[src/rtl/color_grid_router.sv]
// color_grid_router: ROWS x COLS colour grid with edge-triggered mirror/rotate, replication and frame-synced output
module color_grid_router #(
  parameter int ROWS       = 2,
  parameter int COLS       = 2,
  parameter int CW         = 24,
  parameter bit SYNC_FRAME = 1'b1
) (
  input  logic                     clk,
  input  logic                     rst,
  input  logic                     color_valid,
  input  logic [ROWS*COLS*CW-1:0]  rgb_in,
  input  logic                     swap_h,
  input  logic                     swap_v,
  input  logic                     rotate,
  input  logic [1:0]               mode,
  input  logic                     frame_start,
  output logic [ROWS*COLS*CW-1:0]  ch_out,
  output logic                     pending
);
  localparam int N = ROWS * COLS;
  localparam int W = N * CW;
  logic [W-1:0] grid_q, grid_d, ch_q, ch_d, view;
  logic [2:0]   prev_q, prev_d, flag_q, flag_d, cmd, clr;
  logic         pend_q, pend_d;
  assign cmd = {rotate, swap_v, swap_h};
  always_comb begin
    prev_d = cmd;
    // lowest set flag wins, giving h > v > rotate
    clr    = color_valid ? 3'b000 : flag_q & (~flag_q + 3'd1);
    flag_d = (flag_q & ~clr) | (cmd & ~prev_q);
    pend_d = |flag_d;
    grid_d = grid_q;
    view   = '0;
    for (int i = 0; i < N; i++) begin
      grid_d[i*CW +: CW] = color_valid ? rgb_in[i*CW +: CW] :
                           clr[0] ? grid_q[((i/COLS)*COLS + COLS-1-(i%COLS))*CW +: CW] :
                           clr[1] ? grid_q[((ROWS-1-(i/COLS))*COLS + (i%COLS))*CW +: CW] :
                           clr[2] ? grid_q[((i+1)%N)*CW +: CW] :
                           grid_q[i*CW +: CW];
      view[i*CW +: CW]   = grid_q[((mode[0] ? i/COLS : 0)*COLS + (mode[1] ? i%COLS : 0))*CW +: CW];
    end
    ch_d = (!SYNC_FRAME || frame_start) ? view : ch_q;
  end
  always_ff @(posedge clk or negedge rst) begin
    if (!rst) begin
      grid_q <= '0;
      ch_q   <= '0;
      prev_q <= '0;
      flag_q <= '0;
      pend_q <= 1'b0;
    end else begin
      grid_q <= grid_d;
      ch_q   <= ch_d;
      prev_q <= prev_d;
      flag_q <= flag_d;
      pend_q <= pend_d;
    end
  end
  assign ch_out  = ch_q;
  assign pending = pend_q;
endmodule
[config.mk]
export PLATFORM = sky130hd
export DESIGN_NAME = color_grid_router
export DESIGN_NICKNAME = d
export VERILOG_FILES = /design/src/rtl/color_grid_router.sv
export SDC_FILE = /design/constraint.sdc
export NUM_CORES = 1
export LEC_CHECK = 0
export ABC_CLOCK_PERIOD_IN_PS = 3370
export CAP_MARGIN = 40
export CORE_ASPECT_RATIO = 0.8
export CORE_UTILIZATION = 60
export CTS_BUF_LIST = sky130_fd_sc_hd__clkbuf_4 sky130_fd_sc_hd__clkbuf_8
export CTS_CLUSTER_DIAMETER = 50
export DETAILED_ROUTE_END_ITERATION = 10
export PLACE_DENSITY = 0.85
export SLEW_MARGIN = 0
export SYNTH_ARGS = -nofsm -noshare
export SYNTH_HDL_FRONTEND = slang
export SYNTH_SLANG_ARGS = --single-unit
[constraint.sdc]
create_clock -name clk -period 3.37 [get_ports clk]
set_input_delay 0.8425 -clock clk [delete_from_list [all_inputs] [get_ports clk]]
set_output_delay 0.8425 -clock clk [all_outputs]
set_load 0.03 [all_outputs]
# == After elaboration in Yosys (flattened, before gate mapping) ==
# Index checks and enable logic that the tools add are counted.
# totals
regBits,199
latchBits,0
elab_cells,41
ram_bits,0
in_bits,105
memories,0
rom_bits,0
# op_classes
reduce_logical,2
div_mod_pow,0
n_eq_ne,0
n_mux,19
shifts,3
bitwise,7
n_mul,3
addsub,2
magnitude_cmp,0
# op_table
cell,count
24-bit 2-to-1 mux,16
96-bit by 32-bit variable part select with 24-bit output,3
"32-bit by 3-bit multiplier with 29-bit output, second input constant",2
"31-bit by 3-bit multiplier with 28-bit output, second input constant",1
3-bit AND,3
3-bit NOT,3
4-bit nonzero test,1
2-bit by 1-bit adder with 3-bit output,1
"3-bit by 1-bit adder with 3-bit output, second input constant",1
3-bit 2-to-1 mux,1
3-bit OR,1
3-bit OR reduction,1
1-bit 2-to-1 mux,2

# == Longest topological paths before layout ==
# logic_depth
ltp_word,8
mapped_depth,12

# == Worst setup path after synthesis ==
# No wires, ideal clock.
# synth_path
kind,input to register
from,input mode[1]
to,register ch_q[95] (netlist: ch_out[95])
t_arrival_ns,2.783
n_path_buf,6
cell_stages,11
setup_slack_ns,0.463
setup_time_ns,0.124
path_cell_list,buf_2 buf_6 inv_1 buf_2 ha_1 buf_2 buf_2 buf_2 mux4_2 a32oi_1 nand2_1
# synth_between
elab_chain_len,4
# synth_lines
item,line,text
from (decl),15,"input logic [1:0] mode,"
1-bit 2-to-1 mux,40,view[i*CW +: CW] = grid_q[((mode[0] ? i/COLS : 0)*COLS + (mode[1] ? i%COLS : 0))*CW +: CW];
2-bit by 1-bit adder with 3-bit output,40,
32-bit by 3-bit multiplier with 29-bit output,40,
96-bit by 32-bit variable part select with 24-bit output,40,
to (signal assigned),53,ch_q <= ch_d;
to (decl),22,"logic [W-1:0] grid_q, grid_d, ch_q, ch_d, view;"
# Every way passes these cells.
# A chain may end at the register's enable or synchronous reset.

# == Worst setup path after layout ==
# layout_path
from,input mode[0]
to,register ch_q[74] (netlist: ch_out[74])
# Same word-level chain as after synthesis.

==> results.md <==
- Number of standard-cell rows in the floorplan: 46
- Critical path startpoint category: input port
- Data arrival at the endpoint of the critical path: ~3100 ps
- Commonest non-fill, non-tap cell in the layout: sky130_fd_sc_hd__dfrtp_1
- Synthesized flop and latch total: ~200
- Total wire length: ~40000 um
- Hold bufs inserted after CTS: 0
- Post-Synth Simple-Gate Area: 0.129
- Logic depth of the worst register-to-register path: 6
- Multiplexer area fraction after synthesis: 0.229
- X dimension of the die: ~160 um
- Cell variety after synth: 40
- Slew @ Worst Pin: about 850 ps
- Path class of the lowest-slack min-delay path: input port to asynchronous set/reset pin
- Startpoint of the worst setup timing path: mode[0]
- Per-instance average area after synthesis: 9.87 sq um
- Summed negative setup slack over all endpoints: 0 ps
- Part of the total power dissipated in combinational logic: 0.326
- Post-layout net count: 1453
- Clock Skew: around 16 ps
- TritonCTS Buffers: 17
- TritonCTS clock tree: built
- Sequential share of power: 0.473
- Normalized max-slew margin: 0.432
- Global-route wire length before repair: around 60000 um
- Post-synthesis instance area: 12100 sq um
- Setup repair after global routing missed its margin: false
- First drt pass iteration count: 7
- Largest fanout on the critical path: 16
- VDD IR max: ~0.00028 V
- Area share of fa/ha/maj cells after synthesis: 0.00207
- Kind of critical path: input port to flop
- Vias after detailed routing: 10.9k
- Static leakage: 5.74 nW
- Crit path time final: between 2000 and 3000 ps
- Final weighted congestion in routability-driven placement: roughly 0.96
- CTS root buffer: sky130_fd_sc_hd__clkbuf_8
- Fraction of power consumed by the clock network: 0.201
- Routed wire per std cell: approximately 24 um
- Post-synthesis instance total: between 1k and 1.5k
- Area overhead of the layout relative to synthesis: 19.9%
- Synthesis warning total: 0
- Clock sinks: 199
- Grt total ovfl: 0
- Sequential fraction of the synthesis area: 0.412
- Top library cells by usage in the layout, fill and taps aside: 198 x sky130_fd_sc_hd__dfrtp_1, 197 x sky130_fd_sc_hd__clkdlybuf4s50_1, 165 x sky130_fd_sc_hd__nand2_1
- Drt drc: 0
- Final period util: 0.823
- Post_cts resized: 0
- Chip Height: between 100 and 150 um
- Final ANT Viol Nets: 0
- Int Power: 4.50 mW
- Cell count after placement: around 1.6k
- Number of hold violations in the final report: 0
- Fraction of power spent switching nets: 0.396
- Main combinational cell family by area after synthesis: multiplexers
- Count of buffers from port buffering: between 200 and 250
- Net count after synthesis: 1331
- Max Fclk: 361 MHz
- Total inserted antenna cells: 0
- Worst setup path endpoint: ch_out[74]
- Switching power total: slightly below 3 mW
- Pin count of the biggest net entering global routing: 194
- Number of antenna violations at the first check in global routing: 0
- Clock latency on the worst-skew pair: ~470 ps
- Final instance count without filler cells: around 1.6k
- Critical R2R Capture: grid_q[0]
- Count of endpoints failing setup in the final report: 0
- Total power of the final layout: between 7 and 8 mW
- Share of cells above drive strength 1: 0.168
- Number of design-rule violations left by the first detailed-router iteration: 1673
- Worst-case register-to-register setup slack: 820 ps
- Vias/cell: approximately 6.7
- Outcome: complete, no violations
- Area of the core: between 15000 and 20000 sq um
- Via count of the first global-routing pass: 10.1k
- PwrDens: between 500 and 600 nW/um^2
- Setup slack after placement: roughly 230 ps
- Area fraction in compound gates after synthesis: 0.171
- Critical path data required time: about 3700 ps
- Smallest setup slack after layout: roughly 600 ps
- Number of max-slew violations in the final report: 0
- Total number of H-tree levels: 4
- Clock Path Buffers: 2
- Total routing resource utilization after global routing: 0.387
- Overall die area: between 20000 and 25000 sq um
- Clock input transition at the sequential cells of the worst setup and hold paths: approximately 110 ps
- Most common flop cell mapped by yosys: sky130_fd_sc_hd__dfrtp_1
- Number of enable flip-flop cells after synthesis: 0
- Share of flip-flops with an asynchronous set or reset after synthesis: 1.00
- Detailed Place HPWL: roughly 27000 um
- Max-cap viol count: 0
- Xor/xnor cell area share of the yosys netlist: 0
- Critical R2R Launch: flag_q[1]
- Setup Fix Bufs, Post-CTS: 0
- Endpoint type of the worst setup path: flop
- Starting density of the core: 0.612
- Count of boundary I/O pins: 202
[registers in the layout, summed over array words and instances (netlist names)]
register,flops
flag_q,3
pending,1
ch_out,96
grid_q,96
prev_q,3
[routing by layer]
| layer | global-route usage | part of all wire |
|---|---|---|
| met5 | 0 | 0 |
| met4 | 0.145 | 0.029 |
| met3 | 0.131 | 0.15 |
| met2 | 0.542 | 0.42 |
| met1 | 0.557 | 0.40 |
[synth_stat cells (2+ instances only)]
cell type / instances / area [sq um]
sky130_fd_sc_hd__buf_4: 18 / 135
sky130_fd_sc_hd__buf_6: 7 / 78.8
sky130_fd_sc_hd__nand3_1: 8 / 40.0
sky130_fd_sc_hd__o21ai_0: 118 / 591
sky130_fd_sc_hd__o211ai_1: 16 / 120
sky130_fd_sc_hd__a211oi_1: 15 / 113
sky130_fd_sc_hd__o221ai_1: 5 / 43.8
sky130_fd_sc_hd__o41ai_1: 4 / 35.0
sky130_fd_sc_hd__nor2_1: 63 / 236
sky130_fd_sc_hd__ha_1: 2 / 25.0
sky130_fd_sc_hd__buf_1: 14 / 52.6
sky130_fd_sc_hd__a21oi_1: 121 / 606
sky130_fd_sc_hd__o22ai_1: 3 / 18.8
sky130_fd_sc_hd__a221oi_1: 48 / 420
sky130_fd_sc_hd__or4_1: 3 / 22.5
sky130_fd_sc_hd__buf_2: 32 / 160
sky130_fd_sc_hd__mux4_2: 36 / 811
sky130_fd_sc_hd__mux2i_1: 113 / 1130
sky130_fd_sc_hd__mux2_4: 4 / 60.1
sky130_fd_sc_hd__inv_1: 6 / 22.5
sky130_fd_sc_hd__nand2b_1: 2 / 12.5
sky130_fd_sc_hd__dfrtp_1: 199 / 4980
sky130_fd_sc_hd__o21ai_1: 9 / 45.0
sky130_fd_sc_hd__clkbuf_1: 56 / 210
sky130_fd_sc_hd__mux2_2: 68 / 766
sky130_fd_sc_hd__nor2b_1: 17 / 106
sky130_fd_sc_hd__and2_1: 7 / 43.8
sky130_fd_sc_hd__or3b_2: 48 / 420
sky130_fd_sc_hd__a22oi_1: 7 / 52.6
sky130_fd_sc_hd__nand2_1: 165 / 619
[metrics by stage]
stage	util	hold slack, ps	area [sq um]
2_1_floorplan	-	417	12100
3_3_place_gp	0.715	420	14100
3_5_place_dp	0.715	453	14100
4_1_cts	0.734	336	14500
5_1_grt	0.734	345	14500
6_report	0.734	310	14500
[kinds of logic after synthesis]
group / after synthesis
DFF: 199
buffers and inverters: 135
muxes: 221
and+or+nand+nor: 319
adders and majority gates: 2
AOI/OAI and AO/OA: 348
[worst max-delay path, cell delays in order]
cell and delay (ps):
sky130_fd_sc_hd__clkdlybuf4s50_1 480, sky130_fd_sc_hd__ha_2 440, sky130_fd_sc_hd__buf_4 270, sky130_fd_sc_hd__nand3b_1 500, sky130_fd_sc_hd__o221ai_1 360, sky130_fd_sc_hd__o21ai_0 140
sky130_fd_sc_hd__o41ai_1 90
[worst min path at each step]
stage | to | depth (start not counted) | slack (ps)
floorplan | flag_q[2] | 1 | 420
global placement | flag_q[0] | 1 | 420
detailed placement | flag_q[0] | 1 | 450
CTS | ch_out[13] | 1 | 340
global route | ch_out[12] | 1 | 350
finish | ch_out[61] | 1 | 310
[power by group through the flow]
stage               clock, mW  sequential [mW]  combinational (mW)
finish                   1.50             3.52                2.42
global route             1.59             3.54                2.59
CTS                      1.50             3.46                2.41
detailed placement          0             3.51                2.40
global placement            0             3.49                2.34
floorplan                   0             3.52                1.22
[area by class of cell]
cell class	count	area (sq um)
Tap cell	264	330
Clock inverter	13	115
Multi-Input combinational cell	890	6420
Timing Repair Buffer	232	2350
Sequential cell	199	4980
Inverter	6	22.5
Clock buffer	19	255
Fill cell	1399	5260
Note: power is estimated with default switching activity, not from simulation.
